**src/rtl/mem_write_display_ctrl_pkg.sv**
```systemverilog
// mwd_pkg: shared types and constants for the store monitor and its BCD converters
package mwd_pkg;
    typedef enum logic [1:0] {IDLE, CONVERT, LOAD} state_t;
    typedef logic [3:0] bcd_digit_t;
    localparam int SHIFT_ITERS = 32;
    function automatic bcd_digit_t add3(input bcd_digit_t d);
        return (d >= 4'd5) ? d + 4'd3 : d;
    endfunction
endpackage

```
**src/rtl/mem_write_display_ctrl_if.sv**
```systemverilog
// mem_write_display_ctrl_if: processor data-memory store port as seen by the monitor
interface mem_write_display_ctrl_if;
    logic        mem_write;
    logic [31:0] data_adr;
    logic [31:0] write_data;
    modport master (output mem_write, data_adr, write_data);
    modport slave  (input  mem_write, data_adr, write_data);
endinterface

```
**src/rtl/mem_write_display_ctrl_bin2bcd.sv**
```systemverilog
// bin2bcd_seq: 32-bit to 10-digit double-dabble, one shift per cycle, exposes the low NDIG digits
module bin2bcd_seq
    import mwd_pkg::*;
#(
    parameter int NDIG = 10
) (
    input  logic              clk,
    input  logic              reset,
    input  logic              start,
    input  logic [31:0]       din,
    output logic              done,
    output logic [4*NDIG-1:0] bcd
);
    logic [31:0] bin_q, bin_d;
    logic [39:0] bcd_q, bcd_d, adj;
    logic [4:0]  cnt_q, cnt_d;
    logic        act_q, act_d;
    // add-3 correction then shift; done marks the cycle whose edge performs the last shift
    always_comb begin
        adj   = '0;
        bin_d = bin_q;
        bcd_d = bcd_q;
        cnt_d = cnt_q;
        act_d = act_q;
        for (int i = 0; i < 10; i++) adj[4*i +: 4] = add3(bcd_q[4*i +: 4]);
        done = act_q && cnt_q == 5'(SHIFT_ITERS - 1);
        if (start) begin
            bin_d = din;
            bcd_d = '0;
            cnt_d = '0;
            act_d = 1'b1;
        end else if (act_q) begin
            {bcd_d, bin_d} = {adj, bin_q} << 1;
            cnt_d = cnt_q + 5'd1;
            act_d = !done;
        end
    end
    // converter registers
    always_ff @(posedge clk or negedge reset) begin
        if (!reset) begin
            bin_q <= '0;
            bcd_q <= '0;
            cnt_q <= '0;
            act_q <= 1'b0;
        end else begin
            bin_q <= bin_d;
            bcd_q <= bcd_d;
            cnt_q <= cnt_d;
            act_q <= act_d;
        end
    end
    assign bcd = bcd_q[4*NDIG-1:0];
endmodule

```
**src/rtl/mem_write_display_ctrl.sv**
```systemverilog
// mem_write_display_ctrl: captures stores, converts address/data to BCD digits, tracks success and counts
module mem_write_display_ctrl
    import mwd_pkg::*;
#(
    parameter logic [31:0] EXP_ADR  = 32'd100,
    parameter logic [31:0] EXP_DATA = 32'd7,
    parameter int          CNT_W    = 8
) (
    input  logic                    clk,
    input  logic                    reset,
    mem_write_display_ctrl_if.slave st,
    output logic [11:0]             adr_bcd,
    output logic [3:0]              data_bcd,
    output logic                    digits_valid,
    output logic                    busy,
    output logic                    success,
    output logic [CNT_W-1:0]        write_count,
    output logic [CNT_W-1:0]        drop_count
);
    state_t           state_q, state_d;
    logic             pend_valid_q, pend_valid_d;
    logic [31:0]      pend_adr_q, pend_adr_d, pend_data_q, pend_data_d;
    logic [11:0]      adr_bcd_q, adr_bcd_d;
    bcd_digit_t       data_bcd_q, data_bcd_d;
    logic             digits_valid_q, digits_valid_d, success_q, success_d;
    logic [CNT_W-1:0] write_count_q, write_count_d, drop_count_q, drop_count_d;
    logic             start, adr_done, data_done;
    logic [31:0]      conv_adr, conv_data;
    logic [11:0]      adr_dig;
    bcd_digit_t       data_dig;
    // FSM, pending buffer, counters; a pending entry always wins the converter over a fresh store
    always_comb begin
        state_d        = state_q;
        pend_valid_d   = pend_valid_q;
        pend_adr_d     = pend_adr_q;
        pend_data_d    = pend_data_q;
        adr_bcd_d      = adr_bcd_q;
        data_bcd_d     = data_bcd_q;
        digits_valid_d = digits_valid_q;
        success_d      = success_q;
        write_count_d  = write_count_q;
        drop_count_d   = drop_count_q;
        start          = 1'b0;
        conv_adr       = pend_valid_q ? pend_adr_q : st.data_adr;
        conv_data      = pend_valid_q ? pend_data_q : st.write_data;
        case (state_q)
            IDLE: begin
                start   = pend_valid_q || st.mem_write;
                state_d = start ? CONVERT : IDLE;
            end
            CONVERT: state_d = (adr_done && data_done) ? LOAD : CONVERT;
            LOAD: begin
                adr_bcd_d      = adr_dig;
                data_bcd_d     = data_dig;
                digits_valid_d = 1'b1;
                start          = pend_valid_q;
                state_d        = pend_valid_q ? CONVERT : IDLE;
            end
            default: state_d = IDLE;
        endcase
        if (start && pend_valid_q) pend_valid_d = 1'b0;
        if (st.mem_write) begin
            if (st.data_adr == EXP_ADR && st.write_data == EXP_DATA) success_d = 1'b1;
            if (~&write_count_q) write_count_d = write_count_q + CNT_W'(1);
            if (!(state_q == IDLE && !pend_valid_q)) begin
                if (state_q == CONVERT && pend_valid_q && ~&drop_count_q) drop_count_d = drop_count_q + CNT_W'(1);
                pend_valid_d = 1'b1;
                pend_adr_d   = st.data_adr;
                pend_data_d  = st.write_data;
            end
        end
    end
    // state and datapath registers, cleared asynchronously
    always_ff @(posedge clk or negedge reset) begin
        if (!reset) begin
            state_q        <= IDLE;
            pend_valid_q   <= 1'b0;
            pend_adr_q     <= '0;
            pend_data_q    <= '0;
            adr_bcd_q      <= '0;
            data_bcd_q     <= '0;
            digits_valid_q <= 1'b0;
            success_q      <= 1'b0;
            write_count_q  <= '0;
            drop_count_q   <= '0;
        end else begin
            state_q        <= state_d;
            pend_valid_q   <= pend_valid_d;
            pend_adr_q     <= pend_adr_d;
            pend_data_q    <= pend_data_d;
            adr_bcd_q      <= adr_bcd_d;
            data_bcd_q     <= data_bcd_d;
            digits_valid_q <= digits_valid_d;
            success_q      <= success_d;
            write_count_q  <= write_count_d;
            drop_count_q   <= drop_count_d;
        end
    end
    bin2bcd_seq #(.NDIG(3)) u_adr (
        .clk(clk), .reset(reset), .start(start), .din(conv_adr), .done(adr_done), .bcd(adr_dig)
    );
    bin2bcd_seq #(.NDIG(1)) u_data (
        .clk(clk), .reset(reset), .start(start), .din(conv_data), .done(data_done), .bcd(data_dig)
    );
    assign adr_bcd      = adr_bcd_q;
    assign data_bcd     = data_bcd_q;
    assign digits_valid = digits_valid_q;
    assign busy         = state_q != IDLE;
    assign success      = success_q;
    assign write_count  = write_count_q;
    assign drop_count   = drop_count_q;
endmodule

```
**src/flat_wrapper.sv**
```systemverilog
// flat-port wrapper written by rule: the top's interface ports become plain ports
module mem_write_display_ctrl_flat import mwd_pkg::*;
#(
    parameter logic [31:0] EXP_ADR  = 32'd100,
    parameter logic [31:0] EXP_DATA = 32'd7,
    parameter int          CNT_W    = 8
)
  (clk, reset, adr_bcd, data_bcd, digits_valid, busy, success, write_count, drop_count, st_mem_write, st_data_adr, st_write_data);
  mem_write_display_ctrl_if st_i ();
  input  logic clk;
  input  logic reset;
  output logic [11:0] adr_bcd;
  output logic [3:0] data_bcd;
  output logic digits_valid;
  output logic busy;
  output logic success;
  output logic [CNT_W-1:0] write_count;
  output logic [CNT_W-1:0] drop_count;
  input wire logic [$bits(st_i.mem_write)-1:0] st_mem_write;
  input wire logic [$bits(st_i.data_adr)-1:0] st_data_adr;
  input wire logic [$bits(st_i.write_data)-1:0] st_write_data;
  assign st_i.mem_write = st_mem_write;
  assign st_i.data_adr = st_data_adr;
  assign st_i.write_data = st_write_data;
  mem_write_display_ctrl #(.EXP_ADR(EXP_ADR), .EXP_DATA(EXP_DATA), .CNT_W(CNT_W)) u_core (.clk(clk), .reset(reset), .st(st_i), .adr_bcd(adr_bcd), .data_bcd(data_bcd), .digits_valid(digits_valid), .busy(busy), .success(success), .write_count(write_count), .drop_count(drop_count));
endmodule
```
**config.mk**
```make
export PLATFORM = sky130hd
export DESIGN_NAME = mem_write_display_ctrl_flat
export DESIGN_NICKNAME = d
export VERILOG_FILES = /design/src/rtl/mem_write_display_ctrl_pkg.sv /design/src/rtl/mem_write_display_ctrl_if.sv /design/src/rtl/mem_write_display_ctrl_bin2bcd.sv /design/src/rtl/mem_write_display_ctrl.sv /design/src/flat_wrapper.sv
export SDC_FILE = /design/constraint.sdc
export NUM_CORES = 1
export LEC_CHECK = 0
export BUFFER_PORTS_ARGS = -buffer_cell sky130_fd_sc_hd__buf_2
export CELL_PAD_IN_SITES_DETAIL_PLACEMENT = 1
export CELL_PAD_IN_SITES_GLOBAL_PLACEMENT = 1
export CORE_MARGIN = 10
export CORE_UTILIZATION = 47
export CTS_CLUSTER_DIAMETER = 30
export CTS_CLUSTER_SIZE = 12
export DETAILED_ROUTE_END_ITERATION = 10
export MAX_ROUTING_LAYER = met4
export PLACE_DENSITY_LB_ADDON = 0.3
export SYNTH_ARGS = -nofsm -noshare
export SYNTH_HDL_FRONTEND = slang
export SYNTH_SLANG_ARGS = --single-unit
```
**constraint.sdc**
```tcl
create_clock -name clk -period 2.21 [get_ports clk]
set_input_delay 0.442 -clock clk [delete_from_list [all_inputs] [get_ports clk]]
set_output_delay 0.442 -clock clk [all_outputs]
set_load 0.005 [all_outputs]
```
# Word-level counts from Yosys, hierarchy flattened
# Cells that the tools add are included.
[totals] reg_bits=257 in_bits=67 output_inout_bits=35 word_cells=139
[op_classes] n_addsub=24 order_cmp=20 n_eq_ne=6 n_mux=46 bitwise_logic=2 reduce_logical=23
[ops] operator="$mux W32" count=6
[ops] operator="$mux W40" count=4
[ops] operator="$ge A4 B3 Y1 const B" count=20
[ops] operator="$add A4 B2 Y4 const B" count=18
[ops] operator="$mux W4" count=18
[ops] operator="$eq A32 B3 Y1 const B" count=1
[ops] operator="$eq A32 B7 Y1 const B" count=1
[ops] operator="$mux W5" count=4
[ops] operator="$add A8 B1 Y8 const B" count=2
[ops] operator="$reduce_and A8 Y1" count=2
[ops] operator="$add A5 B1 Y5 const B" count=2
[ops] operator="$eq A5 B5 Y1 const B" count=2
[ops] operator="$mux W1" count=9
[ops] operator="$logic_and A1 B1 Y1" count=8
[ops] operator="$add A3 B2 Y3 const B" count=2
[ops] operator="$mux W3" count=2
[ops] operator="$pmux W2 S3" count=1
[ops] operator="$reduce_and A2 Y1" count=3
[ops] operator="$reduce_bool A2 Y1" count=3
[ops] operator="$logic_not A1 Y1" count=4
[ops] operator="$reduce_and A3 Y1" count=1
[ops] operator="$eq A2 B1 Y1 const B" count=1
[ops] operator="$eq A2 B2 Y1 const B" count=1
[ops] operator="$logic_not A2 Y1" count=1
[ops] operator="other kinds (4)" count=5

# Longest topological paths before layout
[logic_depth] depth_word=6 ltp_mapped=8 ltp_nobuf=7

# Cells and area by module
# Synthesis repeated with hierarchy kept, for this count alone.
[unflattened] cells_unflattened=781 area_unflattened_um2=9327.7
[modules_own_cells] module="mem_write_display_ctrl" n_inst=1 cells_per_inst=341 area_per_inst_um2=4820.9 seq_area_each_um2=2527.4
[modules_own_cells] module="bin2bcd_seq (u_core.u_adr)" n_inst=1 cells_per_inst=250 area_per_inst_um2=2514.9 seq_area_each_um2=1251.2
[modules_own_cells] module="bin2bcd_seq (u_core.u_data)" n_inst=1 cells_per_inst=190 area_per_inst_um2=1991.9 seq_area_each_um2=1051.0

# Worst setup path before layout
# OpenSTA, ideal clock, no wires.
[synth_path] path_type="flip-flop to flip-flop" startpoint="register u_core.state_q[0]" endpoint="register u_core.pend_adr_q[24]" setup_time_ns=0.125 arrival_time_ns=1.529 required_time_ns=2.085 setup_slack_ns=0.556 path_stages_with_launch=6 n_path_buf=2 period_less_slack_ns=1.654 cell_sequence="dfrtp_1 or2_2 o21ai_1 buf_4 buf_6 mux2_2"
[synth_via] elab_chain_cells=4
[synth_lines] element="from (decl)" line_no="mem_write_display_ctrl.sv:20" source="state_t state_q, state_d;"
[synth_lines] element="from (signal assigned)" line_no="mem_write_display_ctrl.sv:87" source="state_q <= state_d;"
[synth_lines] element="$logic_not A2 Y1" line_no="mem_write_display_ctrl.sv:65" source="if (!(state_q == IDLE && !pend_valid_q)) begin"
[synth_lines] element="$logic_and A1 B1 Y1" line_no="mem_write_display_ctrl.sv:65"
[synth_lines] element="$not A1 Y1 (no source line)"
[synth_lines] element="$reduce_and A2 Y1 (no source line)"
[synth_lines] element="to (signal assigned)" line_no="mem_write_display_ctrl.sv:89" source="pend_adr_q <= pend_adr_d;"
[synth_lines] element="to (decl)" line_no="mem_write_display_ctrl.sv:22" source="logic [31:0] pend_adr_q, pend_adr_d, pend_data_q, pend_data_d;"
# Every way passes these cells.
# A chain may end at the register's enable or synchronous reset.

# Final worst setup path
[layout_path] startpoint="register u_core.state_q[0]" endpoint="register u_core.pend_data_q[29]"
[layout_via] elab_chain_cells=4
[layout_lines] element="$logic_not A2 Y1" line_no="mem_write_display_ctrl.sv:65"
[layout_lines] element="$logic_and A1 B1 Y1" line_no="mem_write_display_ctrl.sv:65"
[layout_lines] element="$not A1 Y1 (no source line)"
[layout_lines] element="$reduce_and A2 Y1 (no source line)"
[layout_lines] element="to (signal assigned)" line_no="mem_write_display_ctrl.sv:90" source="pend_data_q <= pend_data_d;"
[layout_lines] element="to (decl)" line_no="mem_write_display_ctrl.sv:22"
# Every way passes these cells.

==> results.md <==
### Run status
- run status: completed

### Clock tree
- buffers inserted by post-CTS timing repair: 0
- number of clock buffers inserted by TritonCTS: 17
- clock tree from TritonCTS: yes
- source-to-sink clock delay at the later pin of the worst-skew pair: 0.44 ns
- CTS Root Cell: sky130_fd_sc_hd__clkbuf_16
- maximum count of clock buffers along a single path: 2
- level count of the clock H-tree: 4
- sinks on the clock net: 193
- post-CTS resize count: 0
- clock transition at the registers of the reported paths: 0.07 ns
- post-cts hold buffer count: 1

### Synthesis
- post-synthesis instance area: 9120 um^2
- flip-flop cell with the highest count after synthesis: sky130_fd_sc_hd__dfrtp_1
- cell count after synthesis: 785
- Seq cells post-synth: 193
- sequential element share of the synthesized area: 53.0%
- cell taking the most area after synthesis: sky130_fd_sc_hd__dfrtp_1
- fraction of registers with async set or reset after synthesis: 100%
- top-area cell type share of the netlist area: 53.0%
- Post-synth EDFFs: 0
- synthesized netlist net count: 866
- Syn Area/Cell: 11.6 um^2
- Yosys Warn Count: 0
- Synth cell types: 35
- ranking of synthesized cells by area: sky130_fd_sc_hd__dfrtp_1 53%, sky130_fd_sc_hd__mux2_2 9.1%, sky130_fd_sc_hd__mux2i_1 9.0%

### STA
- count of final hold-check violations: 0
- actual transition at the worst max-transition pin: 1.08 ns
- number of pins with negative max-slew slack in the final report: 0
- final setup violation count: 0
- post-route setup TNS: 0 ns
- shortest period the worst path allows: 1.94 ns
- tightest hold margin: 0.265 ns
- period utilization: 87.8%
- Worst Slack Setup Final: 0.270 ns
- maximum frequency from static timing analysis: 516 MHz
- unrepaired setup endpoints after global routing: false
- Layout Skew: 0.00825 ns
- tightest slew margin relative to the limit: 27.9%

### Finish
- antenna diode count: 0
- area growth from synthesis to layout: 15.8%
- commonest non-fill, non-tap cells in the layout: 190 x sky130_fd_sc_hd__dfrtp_1, 100 x sky130_fd_sc_hd__buf_2, 82 x sky130_fd_sc_hd__mux2i_1
- Final nets: 951
- cell area after layout: 10,600 um^2
- fraction of layout instances using a drive strength above 1: 26.1%
- most frequent standard cell in the layout excluding fill and tap cells: sky130_fd_sc_hd__dfrtp_1
- final standard cell utilization of the core: 55.9%
- non-filler cells, final: 1,141

### Global routing
- antenna violations before repair: 1
- maximum number of pins on one net before global-route repair: 128
- number of global-route vias before repair: 6,994
- global-route wire length before repair: 38,100 um
- aggregate global routing overflow: 0
- Total Routing Usage GR: 19.0%

### Die
- Die H: 159 um
- number of standard-cell rows in the floorplan: 50
- top-level port count: 102
- overall die area: 25,400 um^2
- placeable core area: 18,900 um^2
- width of the die: 159 um
- Initial Util: 48.3%

### Place
- DP Cell Count: 1,110
- detailed-placement wirelength estimate: 16,400 um
- GP Congestion: 0.786
- placed instance area: 9980 um^2
- setup slack after placement: 0.0274 ns
- # port buffers: 101

### Detailed routing
- drc violations: 0
- Total Routed Length: 23,300 um
- mean routed wirelength per cell: 20.4 um
- remaining antenna violation count after routing: 0
- count of vias placed by the detailed router: 6,390
- TritonRoute pass-1 iters: 4
- drt initial violations: 370
- vias per cell: 5.60

### Pwr
- Pleak: 5.09 nW
- largest vdd supply drop: 0.560 mV
- total power: 8.87 mW
- areal power density over the cells: 840 nW/um^2

### Worst setup path
- crit end category: register
- required time of the critical path: 2.52 ns
- CP startpoint kind: register
- classification of the worst setup path: reg2reg
- critical path fanouts, max: 19
- data arrival time of the critical path: 2.25 ns

### Hold path
- type of the most critical hold path: in2reg

### Run
- max capacitance violation total: 0

[power breakdown]
group          total [mW]  switching [mW]  internal [mW]
clock                3.00            1.33           1.66
sequential           4.36           0.397           3.96
combinational        1.52           0.785          0.732
total                8.87            2.52           6.36
[area by class of cell]
cell class / count / area (um^2)
Inverter: 14 / 52.6
Multi-Input combinational cell: 526 / 3970
Sequential cell: 193 / 4840
Clock inverter: 8 / 80.1
Clock buffer: 22 / 484
Fill cell: 2015 / 8330
Timing Repair Buffer: 118 / 807
Tap cell: 260 / 325
[logic make-up (layout without fill, tap and decap cells)]
group / after synthesis / in the layout / share of synthesized area [%]
flip-flops: 193 / 193 / 53.0
AO/OA/AOI/OAI: 166 / 166 / 11.1
multiplexers: 156 / 156 / 18.1
adder cells (fa/ha/maj): 14 / 14 / 1.92
AND/OR/NAND/NOR: 170 / 170 / 10.3
buffers and inverters: 66 / 162 / 3.62
XOR/XNOR: 20 / 20 / 1.92
[layer usage]
metal	part of all wire (%)	routed length, um	GRT usage [%]
met3	2.9	685	3.25
met5	0	0	-
met1	44	10100	22.8
met4	2.1	482	6.32
met2	51	12000	31.7
[flip-flops by register name, indices dropped and copies added (netlist names)]
signal	cells
u_core.u_data.act_q	1
u_core.state_q	2
u_core.u_adr.bcd_q	12
u_core.data_bcd	4
u_core.digits_valid	1
u_core.u_adr.act_q	1
u_core.drop_count	8
u_core.pend_valid_q	1
u_core.pend_data_q	32
u_core.write_count	8
u_core.pend_adr_q	32
u_core.u_data.bin_q	32
u_core.adr_bcd	12
u_core.u_adr.cnt_q	5
u_core.u_data.cnt_q	5
u_core.u_adr.bin_q	32
u_core.success	1
u_core.u_data.bcd_q	4
[cells in the mapped netlist, drive strengths merged, types with 14 or more instances]
| library cell | count |
|---|---|
| ha | 14 |
| buf | 27 |
| mux2i | 82 |
| inv | 14 |
| nor2 | 30 |
| mux2 | 74 |
| clkbuf | 25 |
| a21oi | 75 |
| nor2b | 62 |
| o21ai | 22 |
| a211oi | 64 |
| nand2 | 23 |
| dfrtp | 193 |
[path summary, 6_finish.rpt]
| kind | start | endpoint | slack (ns) | cells after the start |
|---|---|---|---|---|
| max reg2reg | u_core.state_q[0] | u_core.pend_data_q[29] | 0.27 | 4 |
| min in group asynchronous | reset | u_core.adr_bcd[3] | 0.52 | 2 |
| max | u_core.state_q[0] | u_core.pend_data_q[29] | 0.27 | 4 |
| min | st_write_data[10] | u_core.pend_data_q[10] | 0.27 | 2 |
| max in group asynchronous | reset | u_core.u_adr.bin_q[16] | 1.00 | 3 |
| min reg2reg | u_core.adr_bcd[4] | u_core.adr_bcd[4] | 0.48 | 2 |
[critical path, stage by stage (launching register included)]
cell	delay [ns]
sky130_fd_sc_hd__dfrtp_1	0.46
sky130_fd_sc_hd__or2_2	0.36
sky130_fd_sc_hd__o21ai_4	0.40
sky130_fd_sc_hd__buf_12	0.23
sky130_fd_sc_hd__mux2_2	0.36
No activity file was read; power rests on OpenSTA's default activity.
